`config.mk`:
```
export PLATFORM = sky130hd
export DESIGN_NAME = branch_resolve_unit_flat
export DESIGN_NICKNAME = d
export VERILOG_FILES = /design/src/rtl/branch_resolve_unit_if.sv /design/src/rtl/branch_resolve_unit.sv /design/src/flat_wrapper.sv
export SDC_FILE = /design/constraint.sdc
export NUM_CORES = 1
export LEC_CHECK = 0
export ABC_AREA = 1
export CORE_MARGIN = 3
export CORE_UTILIZATION = 45
export DETAILED_ROUTE_END_ITERATION = 8
export HOLD_SLACK_MARGIN = 0.1
export PLACE_DENSITY_LB_ADDON = 0.05
export SYNTH_ARGS = -nofsm -noshare
export SYNTH_HDL_FRONTEND = slang
export SYNTH_SLANG_ARGS = --single-unit
export TNS_END_PERCENT = 100
```
`constraint.sdc`:
```
create_clock -name clk -period 2.7 [get_ports clk]
set_input_delay 0.405 -clock clk [delete_from_list [all_inputs] [get_ports clk]]
set_output_delay 0.405 -clock clk [all_outputs]
set_load 0.01 [all_outputs]
```
`src/rtl/branch_resolve_unit_if.sv`:
```
// Issue-side bus of the branch resolve unit: operands in, resolved next-PC out, plus the BHT lookup.
// master = issue/fetch side driving operands, slave = branch_resolve_unit.
interface branch_resolve_unit_if #(
    parameter int unsigned XLEN = 32
) ();
    logic            in_valid;
    logic [3:0]      br;
    logic [XLEN-1:0] rs1;
    logic [XLEN-1:0] rs2;
    logic [XLEN-1:0] imm;
    logic [XLEN-1:0] pc_val;
    logic            pred_taken;
    logic            stall;
    logic            flush;
    logic [XLEN-1:0] fetch_pc;
    logic            fetch_pred;
    logic            out_valid;
    logic            success;
    logic            redirect;
    logic            misalign;
    logic [XLEN-1:0] new_address;

    modport master (
        output in_valid, br, rs1, rs2, imm, pc_val, pred_taken, stall, flush, fetch_pc,
        input  fetch_pred, out_valid, success, redirect, misalign, new_address
    );

    modport slave (
        input  in_valid, br, rs1, rs2, imm, pc_val, pred_taken, stall, flush, fetch_pc,
        output fetch_pred, out_valid, success, redirect, misalign, new_address
    );
endinterface

```
`src/rtl/branch_resolve_unit.sv`:
```
// Resolves branches/jumps one cycle after capture; stall holds all state, flush kills the in-flight result.
// Define BRANCH_PREDICT_EN for the 2-bit BHT and redirect-on-mispredict; otherwise redirect mirrors success.
module branch_resolve_unit #(
    parameter int unsigned     XLEN      = 32,
    parameter int              BHT_DEPTH = 64,
    parameter logic [XLEN-1:0] RESET_PC  = 32'h00400004
) (
    input logic                  clk,
    input logic                  reset_n,
    branch_resolve_unit_if.slave bus
);
    localparam logic [3:0] BR_BEQ  = 4'd1;
    localparam logic [3:0] BR_BNE  = 4'd2;
    localparam logic [3:0] BR_BLT  = 4'd3;
    localparam logic [3:0] BR_BGE  = 4'd4;
    localparam logic [3:0] BR_BLTU = 4'd5;
    localparam logic [3:0] BR_BGEU = 4'd6;
    localparam logic [3:0] BR_JAL  = 4'd7;
    localparam logic [3:0] BR_JALR = 4'd8;

    logic            out_valid_q, out_valid_d;
    logic            success_q, success_d;
    logic            redirect_q, redirect_d;
    logic            misalign_q, misalign_d;
    logic [XLEN-1:0] new_address_q, new_address_d;

    logic            is_cond, is_jump, taken;
    logic            cmp_eq, cmp_lt_s, cmp_lt_u;
    logic [XLEN-1:0] pc_rel, jalr_sum, target, fall_thru;
    logic            code_ok, capture, redirect_sel;

    assign cmp_eq   = (bus.rs1 == bus.rs2);
    assign cmp_lt_s = ($signed(bus.rs1) < $signed(bus.rs2));
    assign cmp_lt_u = (bus.rs1 < bus.rs2);

    always_comb begin
        is_cond = 1'b0;
        is_jump = 1'b0;
        taken   = 1'b0;
        case (bus.br)
            BR_BEQ:  begin is_cond = 1'b1; taken = cmp_eq;    end
            BR_BNE:  begin is_cond = 1'b1; taken = !cmp_eq;   end
            BR_BLT:  begin is_cond = 1'b1; taken = cmp_lt_s;  end
            BR_BGE:  begin is_cond = 1'b1; taken = !cmp_lt_s; end
            BR_BLTU: begin is_cond = 1'b1; taken = cmp_lt_u;  end
            BR_BGEU: begin is_cond = 1'b1; taken = !cmp_lt_u; end
            BR_JAL, BR_JALR: begin is_jump = 1'b1; taken = 1'b1; end
            default: ;
        endcase
    end

    assign pc_rel    = bus.pc_val + bus.imm;
    assign jalr_sum  = bus.rs1 + bus.imm;
    assign target    = (bus.br == BR_JALR) ? {jalr_sum[XLEN-1:1], 1'b0} : pc_rel;
    assign fall_thru = bus.pc_val + XLEN'(4);

    // code_ok ignores stall/flush; capture is the actual state-changing event
    assign code_ok = bus.in_valid && (is_cond || is_jump);
    assign capture = code_ok && !bus.stall && !bus.flush;

`ifdef BRANCH_PREDICT_EN
    localparam int IDXW = (BHT_DEPTH > 1) ? $clog2(BHT_DEPTH) : 1;

    logic [1:0]      bht_q [BHT_DEPTH];
    logic [1:0]      bht_cur, bht_d;
    logic [IDXW-1:0] upd_idx, fetch_idx;
    logic            bht_we;

    assign upd_idx   = bus.pc_val[IDXW+1:2];
    assign fetch_idx = bus.fetch_pc[IDXW+1:2];
    assign bht_cur   = bht_q[upd_idx];
    assign bht_we    = capture && is_cond;

    always_comb begin
        bht_d = bht_cur;
        if (taken) begin
            if (bht_cur != 2'b11) bht_d = bht_cur + 2'b01;
        end else begin
            if (bht_cur != 2'b00) bht_d = bht_cur - 2'b01;
        end
    end

    always_ff @(posedge clk) begin
        if (!reset_n) begin
            for (int i = 0; i < BHT_DEPTH; i++) bht_q[i] <= 2'b01;
        end else if (bht_we) begin
            bht_q[upd_idx] <= bht_d;
        end
    end

    // lookup reads the array before this edge's write lands
    assign bus.fetch_pred = bht_q[fetch_idx][1];
    assign redirect_sel   = (taken != bus.pred_taken);
`else
    logic unused_pred;
    assign unused_pred    = ^{bus.pred_taken, bus.fetch_pc};
    assign bus.fetch_pred = 1'b0;
    assign redirect_sel   = taken;
`endif

    always_comb begin
        out_valid_d   = out_valid_q;
        success_d     = success_q;
        redirect_d    = redirect_q;
        misalign_d    = misalign_q;
        new_address_d = new_address_q;
        if (bus.flush) begin
            out_valid_d = 1'b0;
        end else if (!bus.stall) begin
            out_valid_d = code_ok;
            if (code_ok) begin
                success_d     = taken;
                redirect_d    = redirect_sel;
                misalign_d    = taken && target[1];
                new_address_d = taken ? target : fall_thru;
            end
        end
    end

    always_ff @(posedge clk) begin
        if (!reset_n) begin
            out_valid_q   <= 1'b0;
            success_q     <= 1'b0;
            redirect_q    <= 1'b0;
            misalign_q    <= 1'b0;
            new_address_q <= RESET_PC;
        end else begin
            out_valid_q   <= out_valid_d;
            success_q     <= success_d;
            redirect_q    <= redirect_d;
            misalign_q    <= misalign_d;
            new_address_q <= new_address_d;
        end
    end

    assign bus.out_valid   = out_valid_q;
    assign bus.success     = success_q;
    assign bus.redirect    = redirect_q;
    assign bus.misalign    = misalign_q;
    assign bus.new_address = new_address_q;
endmodule

```
`src/flat_wrapper.sv`:
```
// flat-port wrapper written by rule: the top's interface ports become plain ports
module branch_resolve_unit_flat 
#(
    parameter int unsigned     XLEN      = 32,
    parameter int              BHT_DEPTH = 64,
    parameter logic [XLEN-1:0] RESET_PC  = 32'h00400004
)
  (clk, reset_n, bus_in_valid, bus_br, bus_rs1, bus_rs2, bus_imm, bus_pc_val, bus_pred_taken, bus_stall, bus_flush, bus_fetch_pc, bus_fetch_pred, bus_out_valid, bus_success, bus_redirect, bus_misalign, bus_new_address);
  branch_resolve_unit_if #(.XLEN(XLEN)) bus_i ();
  input logic clk;
  input logic reset_n;
  input wire logic [$bits(bus_i.in_valid)-1:0] bus_in_valid;
  input wire logic [$bits(bus_i.br)-1:0] bus_br;
  input wire logic [$bits(bus_i.rs1)-1:0] bus_rs1;
  input wire logic [$bits(bus_i.rs2)-1:0] bus_rs2;
  input wire logic [$bits(bus_i.imm)-1:0] bus_imm;
  input wire logic [$bits(bus_i.pc_val)-1:0] bus_pc_val;
  input wire logic [$bits(bus_i.pred_taken)-1:0] bus_pred_taken;
  input wire logic [$bits(bus_i.stall)-1:0] bus_stall;
  input wire logic [$bits(bus_i.flush)-1:0] bus_flush;
  input wire logic [$bits(bus_i.fetch_pc)-1:0] bus_fetch_pc;
  output wire logic [$bits(bus_i.fetch_pred)-1:0] bus_fetch_pred;
  output wire logic [$bits(bus_i.out_valid)-1:0] bus_out_valid;
  output wire logic [$bits(bus_i.success)-1:0] bus_success;
  output wire logic [$bits(bus_i.redirect)-1:0] bus_redirect;
  output wire logic [$bits(bus_i.misalign)-1:0] bus_misalign;
  output wire logic [$bits(bus_i.new_address)-1:0] bus_new_address;
  assign bus_i.in_valid = bus_in_valid;
  assign bus_i.br = bus_br;
  assign bus_i.rs1 = bus_rs1;
  assign bus_i.rs2 = bus_rs2;
  assign bus_i.imm = bus_imm;
  assign bus_i.pc_val = bus_pc_val;
  assign bus_i.pred_taken = bus_pred_taken;
  assign bus_i.stall = bus_stall;
  assign bus_i.flush = bus_flush;
  assign bus_i.fetch_pc = bus_fetch_pc;
  assign bus_fetch_pred = bus_i.fetch_pred;
  assign bus_out_valid = bus_i.out_valid;
  assign bus_success = bus_i.success;
  assign bus_redirect = bus_i.redirect;
  assign bus_misalign = bus_i.misalign;
  assign bus_new_address = bus_i.new_address;
  branch_resolve_unit #(.XLEN(XLEN), .BHT_DEPTH(BHT_DEPTH), .RESET_PC(RESET_PC)) u_core (.clk(clk), .reset_n(reset_n), .bus(bus_i));
endmodule
```
After elaboration in Yosys (flattened, before gate mapping):

Index checks and enable logic that the tools add are counted.

* register bits: 35
* input port bits: 170
* output and inout port bits: 37
* word-level logic and storage cells: 36

* add/subtract/negate cells: 3
* magnitude comparators: 2
* equality and inequality tests: 9
* multiplexer cells: 5
* bitwise logic cells: 3
* reduce and logical (&&, ||, !) cells: 10

Operators by type and width (number)
* $add A32 B32 Y32: 2
* $lt A32 B32 Y1: 2
* $mux W32: 2
* $add A32 B3 Y32 const B: 1
* $eq A32 B32 Y1: 1
* $eq A4 B3 Y1 const B: 4
* $eq A4 B2 Y1 const B: 2
* $pmux W1 S7: 1
* $reduce_or A6 Y1: 1
* $eq A4 B1 Y1 const B: 1
* $eq A4 B4 Y1 const B: 1
* $reduce_or A2 Y1: 2
* $logic_not A1 Y1: 3
* $not A1 Y1: 3
* $reduce_and A3 Y1: 1
* $logic_and A1 B1 Y1: 2
* $mux W1: 2
* $logic_or A1 B1 Y1: 1

Depth between registers and ports, before layout:

Gate-level depths: netlist of run 1.

* depth in word-level cells: 6
* mapped depth: 23
* depth with buffers taken out: 21

Least setup slack after synthesis of run 1:

No wires, ideal clock.

* path kind: input-to-reg
* start: input bus_pc_val[0]
* end: register u_core.new_address_q[30], in the netlist u_core.bus.new_address[30]
* setup time: 109 ps
* arrival time: 2240 ps
* data required time: 2591 ps
* setup slack: 351 ps
* stages: 15
* cell sequence: ha_1 inv_1 fa_1 o21ai_0 a21oi_1 o21ai_0 nand2_1 nand2_1 nand2_1 nand3_1 o21ai_0 nand2_1 nand3_1 nand2_1 inv_1

* cells in the longest elaborated chain, start to end: 3
* elaborated cells on any way between the ends: 4

RTL lines
* start, declared: line flat_wrapper.sv:17 `input wire logic [$bits(bus_i.pc_val)-1:0] bus_pc_val;`
* $add A32 B32 Y32: line branch_resolve_unit.sv:52 `assign pc_rel = bus.pc_val + bus.imm;`
* $mux W32: line branch_resolve_unit.sv:54 `assign target = (bus.br == BR_JALR) ? {jalr_sum[XLEN-1:1], 1'b0} : pc_rel;`
* $mux W32 (*): line branch_resolve_unit.sv:115 `new_address_d = taken ? target : fall_thru;`
* end signal, assigned: line branch_resolve_unit.sv:132 `new_address_q <= new_address_d;`
* end, declared: line branch_resolve_unit.sv:25 `logic [XLEN-1:0] new_address_q, new_address_d;`

Mark *: on every way between the ends. The rest lies on a longest branch, timed or not.
A chain may end at the register's enable or synchronous reset.

Worst setup path in the final report of run 1:

* start: input bus_rs2[10]
* end: register u_core.new_address_q[11], in the netlist u_core.bus.new_address[11]

* cells in the longest elaborated chain, start to end: 4
* elaborated cells on any way between the ends: 8

RTL lines
* start, declared: line flat_wrapper.sv:15 `input wire logic [$bits(bus_i.rs2)-1:0] bus_rs2;`
* $lt A32 B32 Y1, or another cell as far along: line branch_resolve_unit.sv:34 `assign cmp_lt_u = (bus.rs1 < bus.rs2);`
* $logic_not A1 Y1 (on tied branches): line branch_resolve_unit.sv:46, branch_resolve_unit.sv:42, branch_resolve_unit.sv:44
* $pmux W1 S7 (*): line branch_resolve_unit.sv:40 `case (bus.br)`
* $mux W32 (*): line branch_resolve_unit.sv:115

Marked as above.

==> impl_metrics.tcl, run 1 <==
set metrics [dict create \
    setup_viol 32 \
    seq_area_um2 701 \
    grt_pass1_vias 9411 \
    grt_max_degree 40 \
    comb_power_share_pct 66.0 \
    antenna_found_initial 0 \
    core_um2 16100 \
    synth_xor_area_share_pct 4.68 \
    diodes 0 \
    cts_htree_levels 2 \
    cp-end-kind "flop" \
    post_drt_wl_per_cell_um 16.9 \
    synth_compound_area_share_pct 18.3 \
    grt_usage_pct 31.3 \
    fin_crit_ns 2.84 \
    syn2layout_area_growth_pct 65.9 \
    path_clk_slew_ns 0.06 \
    die_area_um2 18200 \
    synth_area_um2 7480 \
    drv_cap 0 \
    final-max-slew-violation-count 0 \
    drc 0 \
    synth_nets 1594 \
    critPathMaxFanout 5 \
    drt_iter0_markers 664 \
    stdcell_count 1939 \
    ir_worst_vdd_v 0.000473 \
    io_buffer_count 172 \
    intPower_uw 2090 \
    place.detailed.hpwl_mm 25.2 \
    slew_headroom_pct 56.1 \
    dr.pass1.iters 5 \
    timing_hold_violations_final 0 \
    hold_buffers 0 \
    vias 10600 \
    crit_required_ns 2.88 \
    fin_util_pct 77.3 \
    p_leak_uw 0.00619 \
    die_x_um 135 \
    power_density_nw_per_um2 287 \
    yosysUniqueCellTypes 42 \
    cp-start-kind "primary input" \
    cts_tree "built" \
    max_freq_mhz 352 \
    failed_checks "setup timing" \
    fp.dieH_um 135 \
    clock_latency_ns 0.28 \
    path_class "in2reg" \
    yosysWarnings 0 \
    status "finished with violations" \
    ios 207 \
    start_util_pct 46.6 \
    syn_inst 1328 \
    synth-simple-area-share_pct 40.3 \
    grt_pass1_wl_mm 46.0 \
    cts_buffers 5 \
    dp.cells 1921 \
    worstMarginPinSlew_ns 0.657 \
    n_fill_cell 1210 \
    fin_ws_ns -0.142 \
    setup_tns_ns -2.05 \
    antenna_left 0 \
    synth_area_per_cell_um2 5.63 \
    synth_adder_area_share_pct 16.3 \
    finalClockSkew_ns 0 \
    drive_gt1_share_pct 24.4 \
    sequentialPowerShare_pct 15.2 \
    ys_seq_elements 35 \
    synth-seq-area-share_pct 9.37 \
    postRouteWirelength_mm 32.7 \
    final_nets 1988 \
    synth_top_family_by_area "simple AND/OR/NAND/NOR gates" \
    sw_frac_of_total_pct 41.4 \
    period_share_pct 105 \
    vias_per_cell 5.44 \
    cts.sinks 35 \
    grt_setup_unrepaired "true" \
    p_switching_uw 1470 \
    hp-class "reg2reg" \
    num_rows 46 \
    multiInputGateArea_um2 6840 \
    pwr-share-clk_pct 18.7 \
    clockBufferDepth 2 \
    cts-root-buf "clkbuf_16" \
    arrival_ns 3.02 \
    gp_congestion 0.954 \
    grt-ovfl-total 0 \
    synth.mux.area_fraction_pct 0.134 \
]
## final timing paths
check	startpoint	endpoint	slack [ns]	cells past startpoint
max	bus_rs2[10]	u_core.bus.new_address[11]$_SDFFE_PN0P_	-0.14	18
min	u_core.bus.new_address[28]$_SDFFE_PN0P_	u_core.bus.new_address[28]$_SDFFE_PN0P_	0.46	2
max reg2reg	u_core.bus.new_address[11]$_SDFFE_PN0P_	u_core.bus.new_address[11]$_SDFFE_PN0P_	1.87	3
min reg2reg	u_core.bus.new_address[28]$_SDFFE_PN0P_	u_core.bus.new_address[28]$_SDFFE_PN0P_	0.46	2
## metrics by stage
stage          setup slack [ns]  instance area [um2]  total power, uW  hold slack [ns]
2_1_floorplan             0.351                 7480             1550            0.482
3_3_place_gp             -0.316                11100             2520            0.451
3_5_place_dp             -0.453                11100             2550            0.454
4_1_cts                 0.00850                11300             3230            0.463
5_1_grt                  -0.199                12400             3770            0.478
6_report                 -0.142                12400             3560            0.462
## timing repair
| item | 4_1_cts | 5_1_grt |
|---|---|---|
| endpoints found under the hold margin | 0 | 0 |
| resized for setup | 13 | 220 |
| setup buffers | 0 | 7 |
| setup endpoints to repair | 13 | 34 |
| pin swaps | 1 | 64 |
| gates cloned | 0 | 4 |
## per-layer routing
layer  vias to the layer above  track usage [%]  wire [um]
li1                       5191                -          -
met1                      4804             42.3      13600
met2                       501             54.0      15800
met3                        61             1.79       2430
met4                         0             8.71        946
met5                         -                0          0
## synth_stat cells
master      n  area, um2
nand2_1   377       1420
inv_1     178        668
a21oi_1   130        651
nor2_1    126        473
nand3_1   104        521
ha_1       94       1180
o21ai_0    70        350
nand4_1    41        257
dfxtp_1    35        701
xor2_1     21        184
xnor2_1    19        166
nor3_1     18       90.1
o21a_1     17        128
o21bai_1   13       97.6
clkbuf_1   11       41.3
buf_2      10       50.1
a21o_1      7       52.6
nor2_2      6       37.5
nor4_1      6       37.5
a21boi_0    5       37.5
nand3b_1    5       37.5
buf_4       4       30.0
nand2_2     3       18.8
nand3_2     3       30.0
a21oi_2     2       17.5
and2_1      2       12.5
buf_6       2       22.5
fa_1        2       40.0
nor3_2      2       20.0
nor3b_1     2       15.0
or2_2       2       12.5
a211oi_1    1       7.51
a31oi_1     1       6.26
a32oi_1     1       8.76
buf_1       1       3.75
conb_1      1       3.75
mux2i_1     1       10.0
nor2_8      1       20.0
nor3b_2     1       12.5
o21ai_1     1       5.00
o22ai_1     1       6.26
or2_0       1       6.26
## placed cells by master (no fill, tap or decap), types with 8 or more instances in the layout
master	count
a21oi_2	31
xnor2_1	19
buf_4	233
clkbuf_16	8
nor2_1	111
dlymetal6s2s_1	39
o21bai_1	13
xor2_1	21
clkdlybuf4s50_1	133
nand2_1	346
dfxtp_1	35
o21ai_0	46
inv_1	163
inv_2	15
ha_4	34
o21a_1	17
nor3_1	15
nor2_2	15
ha_1	56
o21ai_1	21
nand4_1	41
nand3_2	8
a21oi_1	100
nand3_1	96
nand2_2	28
## cells by family (layout without fill, tap and decap cells)
logic type | after synthesis | in the layout
flops | 35 | 35
other cells | 1 | 1
xor+xnor | 40 | 40
compound gates | 249 | 249
fa+ha+maj | 96 | 96
simple gates | 700 | 700
mux | 1 | 1
buf+inv | 206 | 601
## critical path: stages
cell,delay [ns]
clkdlybuf4s50_1,0.48
inv_1,0.05
ha_1,0.33
nand3_1,0.11
nand2_1,0.10
a21oi_2,0.17
nand2_2,0.13
nand2_4,0.15
nand2_8,0.08
nand2_4,0.09
nand2_4,0.07
nor2_8,0.13
nand3_4,0.18
clkbuf_16,0.22
nand2_1,0.07
nand2_1,0.07
o21bai_1,0.13
inv_1,0.06
## state kept, by name, indices dropped and copies added (netlist names)
name	cells
u_core.bus.misalign	1
u_core.bus.new_address	32
u_core.bus.out_valid	1
u_core.bus.redirect	1
## cell type report
| type | count | area share (%) |
|---|---|---|
| clock buffer | 5 | 1.01 |
| tap | 216 | 2.18 |
| sequential | 35 | 5.65 |
| clock inverter | 3 | 0.353 |
| timing repair buffer | 415 | 30.3 |
| inverter | 178 | 5.38 |
| multi-input combinational | 1087 | 55.1 |
## power by group through the flow
stage	Combinational, uW	Sequential (uW)	Clock (uW)
final	2350	541	667
after global routing	2540	543	687
after CTS	2020	541	672
after detailed placement	2000	552	0
after global placement	1960	552	0
after floorplan	993	560	0
No activity file was read; power rests on OpenSTA's default activity.
==> inputs of run 2 (changes only) <==
- CORE_MARGIN: 3 -> default
==> run 2 against run 1 <==
- the flow still finishes with violations (setup timing)
- first-iteration DRC count increased by 25%
- setup slack better by 0.11 ns
- clock power down 11%
- via count down 2.0%
- critical path type unchanged
- largest cell class unchanged
- largest power group unchanged
- highest routed layer unchanged
==> impl_metrics.tcl, run 2 (same netlist as run 1, synthesis figures left out) <==
set metrics [dict create \
    failed_checks "setup timing" \
    grt_max_degree 40 \
    path_clk_slew_ns 0.05 \
    post_drt_wl_per_cell_um 15.9 \
    die_x_um 131 \
    seq_area_um2 701 \
    max_freq_mhz 366 \
    path_depth 17 \
    io_buffer_count 172 \
    syn2layout_area_growth_pct 64.3 \
    path_class "in2reg" \
    drt_iter0_markers 831 \
    critPathMaxStageDelay_ns 0.48 \
    final_nets 1998 \
    grt_setup_unrepaired "true" \
    postRouteWirelength_mm 31.0 \
    clockBufferDepth 2 \
    core_um2 16100 \
    slew_headroom_pct 57.3 \
    stdcell_count 1949 \
    largest_register_ffs 32 \
    path_buf_inv 4 \
    fin_util_pct 76.5 \
    final-max-slew-violation-count 0 \
    ir_worst_vdd_v 0.000375 \
    timing_hold_violations_final 0 \
    status "finished with violations" \
    grt_usage_pct 32.9 \
    ios 207 \
    vias 10300 \
    n_fill_cell 1272 \
    gp_congestion 0.932 \
    cts-root-buf "clkbuf_16" \
    hold_depth 2 \
    cts_tree "built" \
    layout_commonest_cell "nand2_1" \
    dr_wl_met3_mm 1.73 \
    arrival_ns 2.90 \
    top_layer_used "met4" \
    grt_pass1_wl_mm 43.5 \
    clock_latency_ns 0.28 \
    fin_ws_ns -0.0339 \
    crit_required_ns 2.87 \
    rr_worst_depth 3 \
    drive_gt1_share_pct 23.8 \
    antenna_found_initial 0 \
    fp.dieH_um 131 \
    period_share_pct 101 \
    path_delay_family "simple AND/OR/NAND/NOR gates" \
    cts_buffers 5 \
    finalInstanceArea_um2 12300 \
    cts.sinks 35 \
    fin_crit_ns 2.73 \
    critPathMaxFanout 6 \
    met1Wirelength_mm 13.4 \
    power_density_nw_per_um2 281 \
    vias_per_cell 5.31 \
    wl_met2_mm 14.8 \
    worstMarginPinSlew_ns 0.639 \
    num_rows 46 \
    antenna_left 0 \
    drc 0 \
    grt-ovfl-total 0 \
    start_util_pct 46.6 \
    cts_htree_levels 2 \
    hold_buffers 0 \
    dr.pass1.iters 5 \
    hp-class "reg2reg" \
    finalClockSkew_ns 0 \
    diodes 0 \
    placed_area_um2 11200 \
    dp.cells 1931 \
    cp-end-kind "flop" \
    grt_pass1_vias 9040 \
    cp-start-kind "primary input" \
    layout_common_cells "nand2_1 (348), buf_4 (242), inv_1 (167), clkdlybuf4s50_1 (142), nor2_1 (111)" \
    die_area_um2 17100 \
    crit_chain "clkdlybuf4s50_1 > inv_2 > ha_4 > nand2_4 > nor2_4 > nand2_2 > nor3b_4 > nand2_4 > nand2_4 > nand2_1 > nand3_2 > nand3_4 > clkbuf_16 > nand2_1 > nand2_1 > o21bai_1 > inv_1" \
    critPathSlowestCell "clkdlybuf4s50_1" \
    place.detailed.hpwl_mm 24.5 \
    drv_cap 0 \
    multiInputGateArea_um2 6680 \
    p_leak_uw 0.00613 \
    whs_ns 0.465 \
    setup_viol 2 \
]
[run 2: cell types whose count changed in the layout (fill, tap and decap cells not counted), sizes merged]
| cell | delta |
|---|---|
| clkdlybuf4s50 | +9 |
| dlygate4sd2 | +2 |
| clkbuf | +3 |
| bufinv | -1 |
| dlymetal6s2s | -11 |
| clkinv | -2 |
| buf | +10 |
[run 2: layout make-up]
type                            instances  area share (%)
Clock buffer                            8            1.27
Inverter                              178            5.44
Multi-Input combinational cell       1087            54.4
Sequential cell                        35            5.70
Tap cell                              216            2.20
Timing Repair Buffer                  425            31.0
[run 2: routing by layer]
metal	vias up	GRT usage [%]
met3	57	1.30
met5	-	0
met4	0	10.8
li1	5210	-
met2	380	56.3
met1	4698	44.1
[run 2: worst min-delay path, delay by kind of cell (launching register included)]
kind | cells | cell delay, ns
flip-flops | 1 | 0.31
AND/OR/NAND/NOR | 1 | 0.06
AO/OA/AOI/OAI | 1 | 0.05
[run 2: final timing paths]
check	start	endpoint	slack, ns
min reg2reg	u_core.bus.new_address[0]$_SDFFE_PN0P_	u_core.bus.new_address[0]$_SDFFE_PN0P_	0.47
max reg2reg	u_core.bus.new_address[14]$_SDFFE_PN0P_	u_core.bus.new_address[14]$_SDFFE_PN0P_	1.85
max	bus_rs2[31]	u_core.bus.new_address[11]$_SDFFE_PN0P_	-0.03
min	u_core.bus.new_address[0]$_SDFFE_PN0P_	u_core.bus.new_address[0]$_SDFFE_PN0P_	0.47
[run 2: where the power goes]
| part | total [uW] | leakage, uW | switching, uW | internal, uW |
|---|---|---|---|---|
| clock | 594 | 0.0000772 | 202 | 392 |
| sequential | 542 | 0.000284 | 8.55 | 534 |
| combinational | 2310 | 0.00577 | 1200 | 1110 |
[run 2: per-stage QoR]
| stage | setup TNS (ns) | setup WS [ns] | total power, uW |
|---|---|---|---|
| 3_3_place_gp | -8.75 | -0.306 | 2530 |
| 2_1_floorplan | 0 | 0.351 | 1550 |
| 4_1_cts | 0 | 0.00460 | 3170 |
| 3_5_place_dp | -9.51 | -0.371 | 2570 |
| 5_1_grt | -2.38 | -0.144 | 3670 |
| 6_report | -0.0450 | -0.0339 | 3450 |
[run 2: timing repair]
item / CTS / global route
endpoints found under the setup margin: 16 / 34
cloned: 0 / 5
buffers inserted: 0 / 5
resized for setup: 11 / 190
pin swaps: 3 / 63
==> inputs of run 3 (changes only) <==
- CTS_BUF_LIST: default -> sky130_fd_sc_hd__clkbuf_2 sky130_fd_sc_hd__clkbuf_4 sky130_fd_sc_hd__clkbuf_8
==> run 3 against run 2 <==
- the flow now finishes without violations
- first-iteration DRC count fell by 7.3%
- sequential share of layout area grew 0.099 points
- setup slack better by 0.049 ns
- clock-buffer cell count unchanged
- final cell count is 0.10% lower
- non-clock buffer count is 2 lower
- fmax is 1.8% higher
- largest cell class unchanged
- largest power group unchanged
==> impl_metrics.tcl, run 3 (same netlist as run 1, synthesis figures left out) <==
set metrics [dict create \
    grt_max_degree 40 \
    worstMarginPinSlew_ns 0.646 \
    startpoint "bus_rs2[31]" \
    path_class "in2reg" \
    drc 0 \
    slew_headroom_pct 56.9 \
    syn2layout_area_growth_pct 61.5 \
    intPower_uw 1870 \
    dr.pass1.iters 6 \
    period_share_pct 99.4 \
    vias_per_cell 5.36 \
    cts-root-buf "clkbuf_8" \
    path_clk_slew_ns 0.07 \
    drive_gt1_share_pct 22.5 \
    hold_depth 2 \
    gr-max-usage-layer "met2" \
    cp-end-kind "flop" \
    clockBufferDepth 2 \
    grt_pass1_vias 9025 \
    grt_setup_unrepaired "true" \
    placed_area_um2 11200 \
    arrival_ns 2.83 \
    grt_pass1_wl_mm 43.4 \
    postRouteWirelength_mm 30.5 \
    layout_commonest_cell "nand2_1" \
    status "finished, final reports clean" \
    num_rows 46 \
    sequentialPowerShare_pct 16.7 \
    power_density_nw_per_um2 268 \
    fin_util_pct 75.2 \
    largest_register_ffs 32 \
    critPathMaxFanout 26 \
    whs_ns 0.465 \
    final-max-slew-violation-count 0 \
    crit_chain "clkdlybuf4s50_1 > inv_2 > ha_4 > nand2_2 > nor2_4 > nand2_2 > nor3b_2 > nand2_4 > nand2_4 > nand2_1 > nand3_2 > buf_4 > nand4_1 > nand3_1 > a21oi_1" \
    ios 207 \
    cts_tree "built" \
    post_drt_wl_per_cell_um 15.7 \
    min_from "u_core.bus.new_address[12]$_SDFFE_PN0P_" \
    use_met3_pct 1.95 \
    finalInstanceArea_um2 12100 \
    io_buffer_count 172 \
    timing_hold_violations_final 0 \
    fp.dieH_um 131 \
    grt_use_met1_pct 43.9 \
    r2r_start "u_core.bus.new_address[11]$_SDFFE_PN0P_" \
    holdPathEnd "u_core.bus.new_address[12]$_SDFFE_PN0P_" \
    n_fill_cell 1321 \
    setup_viol 0 \
    drv_cap 0 \
    clock_latency_ns 0.29 \
    critPathSlowestCell "clkdlybuf4s50_1" \
    final_nets 1996 \
    seq_area_um2 701 \
    timing.rr.end "u_core.bus.new_address[11]$_SDFFE_PN0P_" \
    pwr-share-clk_pct 13.2 \
    cts.sinks 35 \
    p_switching_uw 1370 \
    cp-start-kind "primary input" \
    die_x_um 131 \
    fin_crit_ns 2.68 \
    vias 10400 \
    rr_worst_depth 3 \
    multiInputGateArea_um2 6560 \
    crit_required_ns 2.84 \
    place.detailed.hpwl_mm 24.5 \
    reg2reg_slack_ns 1.91 \
    grt_usage_pct 32.8 \
    max_freq_mhz 373 \
    finalClockSkew_ns 0 \
    comb_power_share_pct 70.1 \
    cts_htree_levels 2 \
    met2_usage_pct 55.9 \
    critPathMaxStageDelay_ns 0.48 \
    cts_buffers 5 \
    die_area_um2 17100 \
    antenna_found_initial 0 \
    p_leak_uw 0.00602 \
    ir_worst_vdd_v 0.000274 \
    hp-class "reg2reg" \
    grt-ovfl-total 0 \
    gp_congestion 0.932 \
    drt_iter0_markers 770 \
    antenna_left 0 \
    sw_frac_of_total_pct 42.3 \
    diodes 0 \
    start_util_pct 46.6 \
    layout_common_cells "nand2_1 (350), buf_4 (241), inv_1 (169), clkdlybuf4s50_1 (150), nor2_1 (114)" \
    core_um2 16100 \
]
## run 3: cell types whose count changed in the layout (fill, tap and decap cells not counted), moves of 5 or more
cell / before / now
clkbuf_16: 8 / 3
a21oi_2: 26 / 21
a21oi_1: 104 / 109
clkdlybuf4s50_1: 142 / 150
ha_1: 65 / 70
clkbuf_8: 2 / 7
dlymetal6s2s_1: 28 / 22
ha_4: 25 / 20
## run 3: through the flow
step                      power, uW  setup TNS, ns  setup WS, ns  std cells
after floorplan                1550              0         0.351       1328
after CTS                      3000              0       0.00161       1939
after global placement         2530          -8.75        -0.306       1931
after global routing           3460          -2.18        -0.114       1947
final                          3240              0        0.0156       1947
after detailed placement       2570          -9.51        -0.371       1931
## run 3: worst max path at each step
stage	to	slack, ns
floorplan	u_core.bus.new_address[30]$_SDFFE_PN0P_	0.35
global placement	u_core.bus.new_address[22]$_SDFFE_PN1P_	-0.31
detailed placement	u_core.bus.new_address[26]$_SDFFE_PN0P_	-0.37
CTS	u_core.bus.new_address[22]$_SDFFE_PN1P_	0.002
global route	u_core.bus.new_address[22]$_SDFFE_PN1P_	-0.11
finish	u_core.bus.new_address[31]$_SDFFE_PN0P_	0.02
## run 3: repair_timing
action                                  4_1_cts  5_1_grt
endpoints found under the setup margin        8       34
gates cloned                                  0        4
pin swaps                                     2       50
resized for setup                             7      159
buffers inserted                              0        4
hold buffers                                  0        0
endpoints found under the hold margin         0        0
## run 3: layout make-up
cell class,instances,share of cell area (%)
flip-flops and latches,35,5.80
inverters,178,5.53
clock buffers,8,0.860
multi-input cells,1087,54.3
repair buffers,423,31.3
well taps,216,2.24
## run 3: power by group through the flow
| stage | Sequential (uW) | Combinational (uW) | Clock, uW |
|---|---|---|---|
| finish | 541 | 2270 | 426 |
| global route | 543 | 2460 | 456 |
| CTS | 541 | 2030 | 431 |
| detailed placement | 553 | 2010 | 0 |
| global placement | 552 | 1980 | 0 |
| floorplan | 560 | 993 | 0 |
## run 3: critical path, delay by kind of cell
kind	cells	cell delay (ns)
and+or+nand+nor	10	1.23
buffers and inverters	3	0.81
adders and majority gates	1	0.28
AOI/OAI and AO/OA	1	0.08
## run 3: per-layer routing
layer | vias to the layer above | wire length (um)
met4 | 0 | 1050
met3 | 72 | 2050
met5 | - | 0
li1 | 5211 | -
met2 | 433 | 14400
met1 | 4717 | 13000
